===== config.mk =====
export PLATFORM = sky130hd
export DESIGN_NAME = fp_div
export DESIGN_NICKNAME = d
export VERILOG_FILES = /design/src/rtl/fp_pkg.sv /design/src/rtl/fp_mant_divider.sv /design/src/rtl/fp_div.sv
export SDC_FILE = /design/constraint.sdc
export NUM_CORES = 1
export LEC_CHECK = 0
export ABC_AREA = 1
export CORE_AREA = 2 2 139 141
export DETAILED_ROUTE_END_ITERATION = 6
export DIE_AREA = 0 0 141 143
export GPL_TIMING_DRIVEN = 0
export PLACE_DENSITY = 0.76
export REMOVE_ABC_BUFFERS = 1
export SYNTH_ARGS = -nofsm -noshare
export SYNTH_HDL_FRONTEND = slang
export SYNTH_HIERARCHICAL = 1
export SYNTH_SLANG_ARGS = --single-unit
export TNS_END_PERCENT = 100

===== constraint.sdc =====
create_clock -name clk -period 8.5 [get_ports clk]
set_clock_uncertainty 0.05 [all_clocks]
set_input_delay 0.85 -clock clk [delete_from_list [all_inputs] [get_ports clk]]
set_output_delay 0.85 -clock clk [all_outputs]
set_load 0.005 [all_outputs]

===== src/rtl/fp_pkg.sv =====
// Shared widths, enums, payload layout and operand classifier for the FP divider.
package fp_pkg;

    localparam int unsigned PRECISION = 32;
    localparam int unsigned EXPONENT  = 8;
    localparam int unsigned FRACTION  = 23;
    localparam int unsigned BIAS      = 127;

    localparam int unsigned MANT_W  = FRACTION + 1;        // mantissa with hidden one
    localparam int unsigned REM_W   = MANT_W + 1;          // remainder needs one headroom bit
    localparam int unsigned QUOT_W  = FRACTION + 3;        // quotient bits incl. guard position
    localparam int unsigned CNT_W   = $clog2(QUOT_W);
    localparam int unsigned EXP_W   = EXPONENT + 2;        // signed working exponent
    localparam int unsigned FLAGS_W = 4;

    localparam int unsigned FLAG_INVALID   = 3;
    localparam int unsigned FLAG_DIV_ZERO  = 2;
    localparam int unsigned FLAG_OVERFLOW  = 1;
    localparam int unsigned FLAG_UNDERFLOW = 0;

    localparam logic [PRECISION-1:0] CANON_NAN = 32'h7FC0_0000;

    typedef enum logic [1:0] {
        IDLE,
        DIVIDE,
        ROUND,
        DONE
    } state_e;

    typedef enum logic [1:0] {
        ZERO,
        NORMAL,
        INF,
        NAN
    } op_class_e;

    typedef struct packed {
        logic                sign;
        logic [EXPONENT-1:0] exp;
        logic [FRACTION-1:0] frac;
    } fp_word_t;

    // Classify an operand magnitude; denormals are treated as zero.
    function automatic op_class_e classify(input logic [PRECISION-2:0] mag);
        logic [EXPONENT-1:0] e;
        logic [FRACTION-1:0] f;
        e = mag[PRECISION-2:FRACTION];
        f = mag[FRACTION-1:0];
        if (e == '0) begin
            return ZERO;
        end else if (e == '1) begin
            return (f == '0) ? INF : NAN;
        end else begin
            return NORMAL;
        end
    endfunction

endpackage


===== src/rtl/fp_mant_divider.sv =====
// Restoring mantissa divider: one quotient bit per cycle after a start pulse.
module fp_mant_divider
    import fp_pkg::*;
(
    input  logic              clk,
    input  logic              reset_n,
    input  logic              start,
    input  logic [MANT_W-1:0] r_init,
    input  logic [MANT_W-1:0] d_init,
    output logic              last_c,
    output logic              rem_nz_c,
    output logic [QUOT_W-1:0] quot
);

    logic [REM_W-1:0]  rem_q, rem_d;
    logic [MANT_W-1:0] div_q, div_d;
    logic [QUOT_W-1:0] quot_q, quot_d;
    logic [CNT_W-1:0]  cnt_q, cnt_d;
    logic              busy_q, busy_d;

    logic              r_ge_c;
    logic [MANT_W-1:0] r_sub_c;

    // One restoring step; the partial remainder always fits MANT_W bits after subtraction.
    always_comb begin
        r_ge_c  = rem_q >= {1'b0, div_q};
        r_sub_c = r_ge_c ? MANT_W'(rem_q - {1'b0, div_q}) : rem_q[MANT_W-1:0];

        rem_d  = rem_q;
        div_d  = div_q;
        quot_d = quot_q;
        cnt_d  = cnt_q;
        busy_d = busy_q;

        if (start) begin
            rem_d  = {1'b0, r_init};
            div_d  = d_init;
            quot_d = '0;
            cnt_d  = CNT_W'(QUOT_W - 1);
            busy_d = 1'b1;
        end else if (busy_q) begin
            rem_d  = {r_sub_c, 1'b0};
            quot_d = {quot_q[QUOT_W-2:0], r_ge_c};
            if (cnt_q == '0) begin
                busy_d = 1'b0;
            end else begin
                cnt_d = cnt_q - CNT_W'(1);
            end
        end
    end

    // Datapath registers.
    always_ff @(posedge clk or negedge reset_n) begin
        if (!reset_n) begin
            rem_q  <= '0;
            div_q  <= '0;
            quot_q <= '0;
            cnt_q  <= '0;
            busy_q <= 1'b0;
        end else begin
            rem_q  <= rem_d;
            div_q  <= div_d;
            quot_q <= quot_d;
            cnt_q  <= cnt_d;
            busy_q <= busy_d;
        end
    end

    assign last_c   = busy_q && (cnt_q == '0);
    assign rem_nz_c = |rem_q;
    assign quot     = quot_q;

endmodule


===== src/rtl/fp_div.sv =====
// Single-precision divider: special-case decode, iterative mantissa divide, RNE rounding.
module fp_div
    import fp_pkg::*;
(
    input  logic                 clk,
    input  logic                 reset_n,
    input  logic                 in_valid,
    output logic                 in_ready,
    input  logic [PRECISION-1:0] a_operand,
    input  logic [PRECISION-1:0] b_operand,
    output logic                 out_valid,
    input  logic                 out_ready,
    output logic [PRECISION-1:0] result,
    output logic [FLAGS_W-1:0]   flags
);

    localparam logic [PRECISION-2:0]    INF_MAG  = {{EXPONENT{1'b1}}, {FRACTION{1'b0}}};
    localparam logic [PRECISION-2:0]    ZERO_MAG = '0;
    localparam logic signed [EXP_W-1:0] EXP_ONE  = EXP_W'(1);
    localparam logic signed [EXP_W-1:0] EXP_ZERO = EXP_W'(0);
    localparam logic signed [EXP_W-1:0] EXP_OVF  = EXP_W'((1 << EXPONENT) - 1);

    state_e                  state_q, state_d;
    logic                    in_ready_q, in_ready_d;
    logic                    out_valid_q, out_valid_d;
    logic [PRECISION-1:0]    result_q, result_d;
    logic [FLAGS_W-1:0]      flags_q, flags_d;
    logic                    sign_q, sign_d;
    logic signed [EXP_W-1:0] exp_q, exp_d;

    op_class_e               cls_a_c, cls_b_c;
    logic                    special_c;
    logic [PRECISION-1:0]    spec_result_c;
    logic [FLAGS_W-1:0]      spec_flags_c;
    logic                    sign_in_c;
    logic signed [EXP_W-1:0] exp_in_c;

    logic                    div_start_c;
    logic                    div_last_c;
    logic                    div_rem_nz_c;
    logic [QUOT_W-1:0]       div_quot;

    logic [QUOT_W-1:0]       norm_c;
    logic signed [EXP_W-1:0] exp_n_c, exp_f_c;
    logic [MANT_W-1:0]       mant_c;
    logic                    guard_c, sticky_c, rnd_up_c;
    logic [MANT_W:0]         mant_r_c;
    logic [FRACTION-1:0]     frac_f_c;
    fp_word_t                rnd_word_c;
    logic [FLAGS_W-1:0]      rnd_flags_c;

    // Operand classification and special-case result, evaluated on the incoming pair.
    always_comb begin
        cls_a_c   = classify(a_operand[PRECISION-2:0]);
        cls_b_c   = classify(b_operand[PRECISION-2:0]);
        sign_in_c = a_operand[PRECISION-1] ^ b_operand[PRECISION-1];
        exp_in_c  = EXP_W'(a_operand[PRECISION-2:FRACTION])
                  - EXP_W'(b_operand[PRECISION-2:FRACTION])
                  + EXP_W'(BIAS);

        special_c     = 1'b1;
        spec_result_c = '0;
        spec_flags_c  = '0;

        if (cls_a_c == NAN || cls_b_c == NAN ||
            (cls_a_c == ZERO && cls_b_c == ZERO) ||
            (cls_a_c == INF  && cls_b_c == INF)) begin
            spec_result_c               = CANON_NAN;
            spec_flags_c[FLAG_INVALID]  = 1'b1;
        end else if (cls_a_c == NORMAL && cls_b_c == ZERO) begin
            spec_result_c               = {sign_in_c, INF_MAG};
            spec_flags_c[FLAG_DIV_ZERO] = 1'b1;
        end else if (cls_a_c == INF) begin
            spec_result_c = {sign_in_c, INF_MAG};
        end else if (cls_a_c == ZERO || cls_b_c == INF) begin
            spec_result_c = {sign_in_c, ZERO_MAG};
        end else begin
            special_c = 1'b0;
        end
    end

    fp_mant_divider u_mant_divider (
        .clk      (clk),
        .reset_n  (reset_n),
        .start    (div_start_c),
        .r_init   ({1'b1, a_operand[FRACTION-1:0]}),
        .d_init   ({1'b1, b_operand[FRACTION-1:0]}),
        .last_c   (div_last_c),
        .rem_nz_c (div_rem_nz_c),
        .quot     (div_quot)
    );

    // Normalize, round to nearest-even and range-check the finished quotient.
    always_comb begin
        if (div_quot[QUOT_W-1]) begin
            norm_c  = div_quot;
            exp_n_c = exp_q;
        end else begin
            norm_c  = {div_quot[QUOT_W-2:0], 1'b0};
            exp_n_c = exp_q - EXP_ONE;
        end

        mant_c   = norm_c[QUOT_W-1 -: MANT_W];
        guard_c  = norm_c[1];
        sticky_c = div_rem_nz_c | norm_c[0];
        rnd_up_c = guard_c & (sticky_c | mant_c[0]);
        mant_r_c = {1'b0, mant_c} + (MANT_W + 1)'(rnd_up_c);

        if (mant_r_c[MANT_W]) begin
            frac_f_c = mant_r_c[MANT_W-1:1];
            exp_f_c  = exp_n_c + EXP_ONE;
        end else begin
            frac_f_c = mant_r_c[FRACTION-1:0];
            exp_f_c  = exp_n_c;
        end

        rnd_word_c.sign = sign_q;
        rnd_word_c.exp  = exp_f_c[EXPONENT-1:0];
        rnd_word_c.frac = frac_f_c;
        rnd_flags_c     = '0;

        if (exp_f_c >= EXP_OVF) begin
            rnd_word_c.exp             = '1;
            rnd_word_c.frac            = '0;
            rnd_flags_c[FLAG_OVERFLOW] = 1'b1;
        end else if (exp_f_c <= EXP_ZERO) begin
            rnd_word_c.exp              = '0;
            rnd_word_c.frac             = '0;
            rnd_flags_c[FLAG_UNDERFLOW] = 1'b1;
        end
    end

    // Control FSM: next state, handshake and result loading.
    always_comb begin
        state_d     = state_q;
        out_valid_d = out_valid_q;
        result_d    = result_q;
        flags_d     = flags_q;
        sign_d      = sign_q;
        exp_d       = exp_q;
        div_start_c = 1'b0;

        case (state_q)
            IDLE: begin
                if (in_valid && in_ready_q) begin
                    if (special_c) begin
                        result_d    = spec_result_c;
                        flags_d     = spec_flags_c;
                        out_valid_d = 1'b1;
                        state_d     = DONE;
                    end else begin
                        sign_d      = sign_in_c;
                        exp_d       = exp_in_c;
                        div_start_c = 1'b1;
                        state_d     = DIVIDE;
                    end
                end
            end
            DIVIDE: begin
                if (div_last_c) begin
                    state_d = ROUND;
                end
            end
            ROUND: begin
                result_d    = rnd_word_c;
                flags_d     = rnd_flags_c;
                out_valid_d = 1'b1;
                state_d     = DONE;
            end
            DONE: begin
                if (out_ready) begin
                    out_valid_d = 1'b0;
                    state_d     = IDLE;
                end
            end
            default: begin
                state_d = IDLE;
            end
        endcase

        in_ready_d = (state_d == IDLE);
    end

    // State and output registers; reset aborts any operation in flight.
    always_ff @(posedge clk or negedge reset_n) begin
        if (!reset_n) begin
            state_q     <= IDLE;
            in_ready_q  <= 1'b1;
            out_valid_q <= 1'b0;
            result_q    <= '0;
            flags_q     <= '0;
            sign_q      <= 1'b0;
            exp_q       <= '0;
        end else begin
            state_q     <= state_d;
            in_ready_q  <= in_ready_d;
            out_valid_q <= out_valid_d;
            result_q    <= result_d;
            flags_q     <= flags_d;
            sign_q      <= sign_d;
            exp_q       <= exp_d;
        end
    end

    assign in_ready  = in_ready_q;
    assign out_valid = out_valid_q;
    assign result    = result_q;
    assign flags     = flags_q;

endmodule


* Word level (Yosys, flattened, before mapping)
Cells that the tools add are included.
Storage, ports and cells: register bits 132, bits of input ports 68, output and inout port bits 38, logic and storage cells 122
Cells by class: add/sub/neg operators 7, magnitude comparators 3, eq/ne operators 14, muxes and demuxes 55, bitwise operators 5, reduce and logical (&&, ||, !) cells 26
Operator list (count):
- $mux 32 | 6
- $mux 26 | 3
- $pmux 32 s2 | 1
- $mux 31 | 2
- $mux 25 | 2
- $logic_not 23->1 | 2
- $add 24x1->25 | 1
- $ge 25x24->1 | 1
- $reduce_or 25->1 | 1
- $mux 24 | 1
- $sub 24x24->24 | 1
- $mux 23 | 1
- $mux 1 | 21
- $mux 10 | 2
- $eq 8x8->1 const B | 2
- $logic_not 8->1 | 2
- $mux 2 | 8
- $mux 5 | 3
- $eq 2x2->1 const B | 6
- $add 10x2->10 const B | 1
- $add 9x8->10 const B | 1
- $ge 10x9->1 const B | 1
- $le 10x1->1 const B | 1
- $sub 10x2->10 const B | 1
- 21 further kinds | 39

* Logic depth before layout (Yosys ltp)
Gate-level depths: netlist (run 1).
depth after elaboration 15, gate-level depth with buffers 24, gate-level depth less buffers 21

* Modules after synthesis
The synthesis (run 1) kept the hierarchy.
By module, submodules not included:
- fp_mant_divider | instances 1, cells an instance 742, area an instance 5290.1 um^2
- fp_div | instances 1, cells an instance 750, area an instance 4743.3 um^2

* Least setup slack after synthesis (run 1)
No wires, ideal clock.
path type input-to-reg, from input b_operand[3], to register u_mant_divider.cnt_q[4], library setup time 0.134 ns, arrival time 3.425 ns, data required time 8.316 ns, slack 4.892 ns, cell stages on the path 15, buffers on the path 2, cells stage by stage or2_2 -> nor4_1 -> nand3_1 -> nand3_1 -> nand3b_1 -> nor2_1 -> nand2_1 -> nor3_2 -> buf_2 -> clkbuf_1 -> inv_1 -> nand2_1 -> nand2_1 -> o31ai_1 -> nand3_1
On the way: cells in the longest elaborated chain, start to end 15, elaborated cells between the ends (all ways) 25, those cells by class 3 x eq/ne; 11 x mux; 11 x reduce/logical
Ends and longest elaborated chain:
- start: declaration | line fp_div.sv:10 | input logic [PRECISION-1:0] b_operand,
- $logic_not 23->1 * | line fp_pkg.sv:52 | return (f == '0) ? INF : NAN;
- $mux 1 * | line fp_pkg.sv:52
- $mux 2 * | line fp_pkg.sv:51 | end else if (e == '1) begin
- $mux 2 * | line fp_pkg.sv:49 | if (e == '0) begin
- $eq 2x2->1 | line fp_div.sv:67, fp_div.sv:75
- $logic_or 1x1->1 | line fp_div.sv:75 | end else if (cls_a_c == ZERO || cls_b_c == INF) begin
- $mux 1 | line fp_div.sv:75
- $mux 1 | line fp_div.sv:73 | end else if (cls_a_c == INF) begin
- $mux 1 | line fp_div.sv:70 | end else if (cls_a_c == NORMAL && cls_b_c == ZERO) begin
- $mux 1 * | line fp_div.sv:65 | if (cls_a_c == NAN || cls_b_c == NAN ||
- $mux 1 * | line fp_div.sv:146 | if (special_c) begin
- $mux 1 * | line fp_div.sv:145 | if (in_valid && in_ready_q) begin
- $mux 1 * | line fp_div.sv:143 | case (state_q)
- net div_start_c | line fp_div.sv:38 | logic div_start_c;
- $ne 2x2->1 (no line) or $reduce_bool 2->1 (tied branches)
- $reduce_and 2->1 (no line)
- end signal: assignment | line fp_mant_divider.sv:64 | cnt_q <= cnt_d;
- end: declaration | line fp_mant_divider.sv:18 | logic [CNT_W-1:0] cnt_q, cnt_d;
The timed path passes the listed nets; every way through them passes the cells marked *. A chain may end at the register's enable or synchronous reset.

* Worst setup path after layout (run 1)
from input b_operand[3], to register u_mant_divider.quot_q[5], in the netlist u_mant_divider/quot[5]
On the way: cells in the longest elaborated chain, start to end 14, elaborated cells between the ends (all ways) 23, those cells by class 2 x eq/ne; 11 x mux; 10 x reduce/logical
Ends and longest elaborated chain:
- $logic_not 23->1 * | line fp_pkg.sv:52
- $mux 1 * | line fp_pkg.sv:52
- $mux 2 * | line fp_pkg.sv:51
- $mux 2 * | line fp_pkg.sv:49
- $eq 2x2->1 | line fp_div.sv:67, fp_div.sv:75
- $logic_or 1x1->1 | line fp_div.sv:75
- $mux 1 | line fp_div.sv:75
- $mux 1 | line fp_div.sv:73
- $mux 1 | line fp_div.sv:70
- $mux 1 * | line fp_div.sv:65
- $mux 1 * | line fp_div.sv:146
- $mux 1 * | line fp_div.sv:145
- $mux 1 * | line fp_div.sv:143
- $mux 26 or $reduce_bool 2->1 (tied branches)
- end signal: assignment | line fp_mant_divider.sv:63 | quot_q <= quot_d;
- end: declaration | line fp_mant_divider.sv:17 | logic [QUOT_W-1:0] quot_q, quot_d;
Mark *: on every way between the ends. The rest lies on a longest branch, timed or not.

==> metrics.cfg, run 1 <==
[status]
status = completed

[timing]
rsz0062_at_grt = no
tightest_slew_ns = 1.06
whs_ns = 0.275
fmax_mhz = 195
slew_viol_final = 0
setup_violations = 0
slew_headroom_pct = 28.5
min_period_ns = 5.13
hold_viol = 0
period_share_pct = 60.3

[yosys]
syn_area_per_cell_um2 = 6.72
yosys.area.top_type = dfrtp_1
synth_ff_type = dfrtp_1
synth_top_family_by_area = simple AND/OR/NAND/NOR gates
synth_compound_area_share_pct = 11.3
ys_top_cells_by_count = nand2_1 (465), inv_1 (217), dfrtp_1 (131), nor2_1 (128), nand3_1 (105)
ys_seq_area_share_pct = 32.9
synth_xor_area_share_pct = 4.26
async_flop_share_pct = 100
synth_top_area_share_pct = 32.7
yosysWarnings = 6
ys_types = 53
synth_cells = 1492
synthTopCellsByArea = dfrtp_1 (33%), nand2_1 (17%), inv_1 (8.1%)
synth.area.mux_share_pct = 0
syn_area_um2 = 10000
ys_ff_latch = 132
synthSimpleGateAreaFrac_pct = 35.5
synth_edf_count = 0
synth_fa_ha_area_share_pct = 5.14
yosysMostFrequentCell = nand2_1

[hold_path]
hold_path_class = input pin to async pin

[pwr]
finalPower_uw = 4890
power.share.clock_pct = 15.5
power.density_nw_per_um2 = 411
switching_share_pct = 48.8
combinationalPowerShare_pct = 60.9
leakage_uw = 0.00584
p_sw_uw = 2390
ir_drop_v = 0.000284
pwr-share-seq_pct = 23.6
intPower_uw = 2500

[floorplan]
ios = 106
start_util_pct = 54.0
die-area_um2 = 20200
core-area_um2 = 18600
chipHeight_um = 143
rows = 50
die_w_um = 141

[critical_path]
worst_ep_arrival_time_ns = 5.40
worstReg2RegEnd = result[18]
slowest_stage = nor4_1
start_kind = input pin
r2r_slack_ns = 4.32
critPathKind = input pin to flop
timing.rr.start = u_mant_divider/quot[25]
crit_buf_inv = 5
worstSetupEndpointType = flop
cpPeakStageDelay_ns = 0.86
path_max_fanout = 30
required_ns = 8.77
critPathTopFamily = simple AND/OR/NAND/NOR gates
ff2ff_path_depth = 16
crit_path_cell_trace = clkdlybuf4s50_1 -> or2_2 -> nor4_1 -> nand4_1 -> nor2_1 -> nor2_1 -> nand2_1 -> nor3_4 -> buf_8 -> buf_16 -> nor2_2 -> buf_8 -> clkinv_1 -> o22ai_1

[drt]
wire_per_inst_um = 14.2
post-route-drc-count = 0
via_per_inst = 5.30
drtAntennaViolNets = 0
routed_wl_mm = 26.1
drt_pass1_iterations = 5
drt-initial-drc-count = 611
vias = 9686

[clocking]
cts_root_buf = clkbuf_16
cts_buffer_depth = 2
clock_latency_ns = 0.43
cts_hold_buffers = 0
cts_setup_buffers = 0
tritoncts = yes
cts_resized = 0
clk_pin_slew_ns = 0.06
htree_levels = 4
clock-sinks = 132
cts_buffers = 17

[final_layout]
area_delta_synth_final_pct = 18.4
layout.nets = 1691
drive_gt1_share_pct = 6.58
diodes = 0
stdcell_area_um2 = 11900

[grt]
antenna_found_initial = 0
grt_pass1_vias = 9143
grt_pass1_wl_mm = 43.5
gr-total-overflow = 0
track_usage_pct = 26.8
grt_max_degree = 95

[placement]
gp_congestion = 0.969
io_buffers = 105
place_area_um2 = 11300
dp_hpwl_mm = 20.0

[run]
maxCapViolCount = 0

## worst max path at each step
stage	slack, ns	start	end	depth (start not counted)
after global placement	-1.95	b_operand[3]	u_mant_divider/quot[21]	12
after floorplan	2.18	b_operand[3]	u_mant_divider/quot[25]	11
final	3.37	b_operand[3]	u_mant_divider/quot[5]	14
after global routing	3.18	b_operand[3]	u_mant_divider/quot[5]	14
after CTS	3.40	b_operand[3]	u_mant_divider/quot[5]	14
after detailed placement	2.96	b_operand[2]	u_mant_divider/quot[5]	14
## metal layers
metal	track usage, %	vias to the layer above	part of all wire (%)
met5	0	-	0
met4	9.42	0	2.6
met3	4.09	51	4.1
met2	47.8	252	50
met1	33.1	4411	44
li1	-	4972	-
## final cells by class
class | instances | area [um2]
clock buffer | 19 | 443
clock inverter | 12 | 156
fill | 1735 | 6700
inverter | 225 | 845
multi-input combinational | 1096 | 5660
sequential | 132 | 3310
tap | 234 | 293
timing repair buffer | 111 | 1180
## sequential cells by signal (all words and copies together), names as in the netlist
signal,cells
flags,4
in_ready,1
state_q,2
result,32
u_mant_divider/busy_q,1
out_valid,1
sign_q,1
exp_q,10
u_mant_divider/quot,26
u_mant_divider/cnt_q,5
u_mant_divider/div_q,24
u_mant_divider/rem_q,25
## logic make-up (layout without fill, tap and decap cells)
group,Yosys count,after routing
other,1,2
buffers and inverters,265,367
adders and majority gates,40,40
xor gates and xnor gates,48,48
and+or+nand+nor,813,813
DFF,132,132
AOI/OAI and AO/OA,193,193
## cells in the final DEF (no fill, tap or decap), types with 9 or more instances in the layout
cell,synthesis,layout
o21ai_0,66,66
or2_2,9,9
nand2_1,465,465
o21ai_1,23,23
a22oi_1,17,17
nor4_1,21,21
nand3_1,105,105
nor2_1,128,126
ha_1,38,38
dfrtp_1,131,130
xnor2_1,14,14
clkdlybuf4s50_1,0,104
nand4_1,32,32
clkbuf_16,0,17
o21ai_2,10,10
nor2_2,12,14
a21oi_1,31,31
inv_1,217,217
o22ai_1,27,27
xor2_1,33,33
## through the flow
step | worst slack (ns) | TNS [ns] | cells | utilization (%)
CTS | 3.40 | 0 | 1829 | 63.9
finish | 3.37 | 0 | 1829 | 63.9
floorplan | 2.18 | 0 | 1453 | -
global route | 3.18 | 0 | 1829 | 63.9
detailed placement | 2.96 | 0 | 1798 | 60.7
global placement | -1.95 | -84.42 | 1792 | 60.0
## power by group through the flow
stage | sequential [uW] | clock [uW] | combinational [uW]
after global routing | 1190 | 796 | 3380
after global placement | 1150 | 0 | 2860
final | 1150 | 758 | 2980
after detailed placement | 1160 | 0 | 2930
after floorplan | 1110 | 0 | 2140
after CTS | 1150 | 766 | 2960
Note: power is estimated with default switching activity, not from simulation.
==> run 2, diff against run 1 <==
--- a/config.mk
+++ b/config.mk
@@ -6,11 +6,11 @@
 export NUM_CORES = 1
 export LEC_CHECK = 0
 export ABC_AREA = 1
-export CORE_AREA = 2 2 139 141
+export CORE_AREA = 2 2 141 143
 export DETAILED_ROUTE_END_ITERATION = 6
-export DIE_AREA = 0 0 141 143
+export DIE_AREA = 0 0 143 145
 export GPL_TIMING_DRIVEN = 0
-export PLACE_DENSITY = 0.76
+export PLACE_DENSITY = 0.78
 export REMOVE_ABC_BUFFERS = 1
 export SYNTH_ARGS = -nofsm -noshare
 export SYNTH_HDL_FRONTEND = slang
==> constraint.sdc (replaced) <==
create_clock -name clk -period 4.4 [get_ports clk]
set_clock_uncertainty 0.05 [all_clocks]
set_input_delay 0.44 -clock clk [delete_from_list [all_inputs] [get_ports clk]]
set_output_delay 0.44 -clock clk [all_outputs]
set_load 0.005 [all_outputs]
==> run 2 against run 1 <==
- sequential cell count did not move
- sequential share of layout area is 0.23 points lower
- register-to-register slack lost 3.9 ns
- setup slack got worse by 3.0 ns
- combinational power rose by 95%
- via count grew 0.82%
- sequential power rose by 93%
- cell count up 2.0%
- routed wire length fell by 0.37%
- highest routed layer unchanged
- die area up 2.8%
- hold slack better by 0.16 ns
==> metrics.cfg, run 2 (synthesized netlist as in run 1, its figures left out) <==
[drt]
post-route-drc-count = 0  ; unchanged
vias = 9765  ; +0.82%
via_per_inst = 5.24  ; -1.1%
drt-initial-drc-count = 672  ; +10%
wire_per_inst_um = 13.9  ; -2.3%
drtAntennaViolNets = 0  ; unchanged
drt_pass1_iterations = 5  ; unchanged
routed_wl_mm = 26.0  ; -0.37%

[timing]
setup_violations = 0  ; unchanged
slew_viol_final = 0  ; unchanged
fin_setup_tns_ns = 0  ; unchanged
rsz0062_at_grt = no
hold_viol = 0  ; unchanged
min_period_ns = 4.02
tightest_slew_ns = 0.800  ; -0.263 ns
slew_headroom_pct = 46.6  ; +18 points
fmax_mhz = 249
period_share_pct = 91.3

[pwr]
power.share.clock_pct = 14.8  ; -0.7 points
combinationalPowerShare_pct = 61.6  ; +0.7 points
p_sw_uw = 4630  ; +94%
pwr-share-seq_pct = 23.6  ; about the same
intPower_uw = 4780  ; +91%
switching_share_pct = 49.2  ; +0.33 points
leakage_uw = 0.00586  ; +0.34%
ir_drop_v = 0.000518  ; +82%
power.density_nw_per_um2 = 786  ; +91%

[floorplan]
chipHeight_um = 145  ; +1.4%
core-area_um2 = 19200  ; +3.4%
ios = 106  ; unchanged
start_util_pct = 52.2  ; -1.8 points
die_w_um = 143  ; +1.4%
die-area_um2 = 20700  ; +2.8%
rows = 51  ; +2.0%

[clocking]
cts_root_buf = clkbuf_16
tritoncts = yes
cts_buffers = 17  ; unchanged
clock-sinks = 132  ; unchanged
htree_levels = 4  ; unchanged
clk_pin_slew_ns = 0.06  ; about the same
clock_latency_ns = 0.43  ; about the same
cts_buffer_depth = 2  ; unchanged

[critical_path]
timing.rr.start = u_mant_divider/quot[25]
critPathKind = input pin to flop
worstSetupEndpointType = flop
r2r_slack_ns = 0.43  ; -3.89 ns
worstReg2RegEnd = result[18]
ff2ff_path_depth = 16  ; unchanged
start_kind = input pin
path_max_fanout = 26  ; -13%
endpoint = u_mant_divider/quot[17]
cp-startpoint = b_operand[3]
worst_ep_arrival_time_ns = 4.29  ; -1.11 ns
required_ns = 4.68  ; -4.09 ns

[final_layout]
final_common_cell = nand2_1
drive_gt1_share_pct = 7.06  ; +0.48 points
largest_reg_flops = 32  ; unchanged
final_util_pct = 62.4  ; -1.6 points
fillCellCount = 1796  ; +3.5%
mostFrequentLayoutCells = nand2_1 (465), inv_1 (217), dfrtp_1 (130)
diodes = 0  ; unchanged
area_delta_synth_final_pct = 19.4
layout.nets = 1696  ; +0.30%

[grt]
grt_pass1_vias = 9156  ; +0.14%
grt_max_degree = 76  ; -20%
gr-total-overflow = 0  ; unchanged
grt-busiest-layer = met2
grt_use_met1_pct = 32.8  ; -0.27 points
use_met3_pct = 3.04  ; -1.1 points
grt_pass1_wl_mm = 42.8  ; -1.7%
track_usage_pct = 25.4  ; -1.4 points
antenna_found_initial = 0  ; unchanged
grt_use_met2_pct = 43.6  ; -4.1 points

[hold_path]
hold_path_class = flop to flop

[placement]
gp_congestion = 0.994  ; +2.6%
dp_hpwl_mm = 20.0  ; +0.13%
io_buffers = 105  ; unchanged

[status]
status = completed

[run]
maxCapViolCount = 0  ; unchanged

run 2: changes by cell type in the layout (fill, tap and decap cells not counted), sizes merged:
cell	before	now
clkinvlp	4	7
buf	7	11
bufinv	3	2
dlygate4sd3	0	1
clkinv	6	5
clkbuf	19	18
run 2: worst min path at each step:
stage	startpoint	depth (start not counted)	endpoint
floorplan	reset_n	0	exp_q[0]
global placement	flags[1]	2	flags[1]
detailed placement	reset_n	1	u_mant_divider/quot[21]
CTS	out_valid	2	out_valid
global route	result[15]	2	result[15]
finish	result[15]	2	result[15]
run 2: area by class of cell:
class	instances	area, um2	area share [%]
Tap cell	265	332	2.77
Multi-Input combinational cell	1096	5670	47.3
Sequential cell	132	3310	27.6
Timing Repair Buffer	116	1240	10.4
Clock inverter	13	135	1.13
Clock buffer	18	439	3.67
Inverter	225	857	7.15
run 2: timing repair:
item | in CTS | in global routing
buffers inserted | 0 | 4
setup endpoints to repair | 45 | 31
pin swaps | 0 | 1
hold endpoints to repair | 57 | 0
resized for setup | 3 | 3
hold buffers | 1 | 0
run 2: stage by stage:
step                cell area [um2]  hold WS, ns  std cells  power (uW)  setup slack [ns]
finish                        12000        0.431       1865        9420             0.384
detailed placement            11300        0.404       1829        7920            -0.623
global route                  12000        0.447       1865       10300            0.0274
global placement              11200        0.404       1823        7750             -5.47
floorplan                      9800       0.0944       1453        6290             -1.51
CTS                           11900        0.433       1861        9360            0.0610
run 2: worst max-delay path, cell delays in order:
cell and delay, ns:
clkdlybuf4s50_1 0.41, or2_2 0.30, nor4_2 0.58, nand4_1 0.25, nor2_1 0.17, nor2_1 0.12, nand2_1 0.17, nor3_4 0.07
buf_12 0.14, buf_16 0.15, nor2_2 0.48, buf_8 0.25, clkinvlp_4 0.40, o22ai_1 0.31
run 2: per-layer routing:
layer / wire, um / vias to the layer above
li1: - / 4991
met1: 11600 / 4478
met2: 12700 / 250
met3: 1010 / 46
met4: 595 / 0
met5: 0 / -
run 2: power by group through the flow:
stage                     combinational [uW]  sequential (uW)  clock, uW
final                                   5800             2220       1390
after CTS                               5730             2220       1410
after floorplan                         4140             2150          0
after global routing                    6540             2300       1460
after detailed placement                5690             2230          0
after global placement                  5530             2220          0
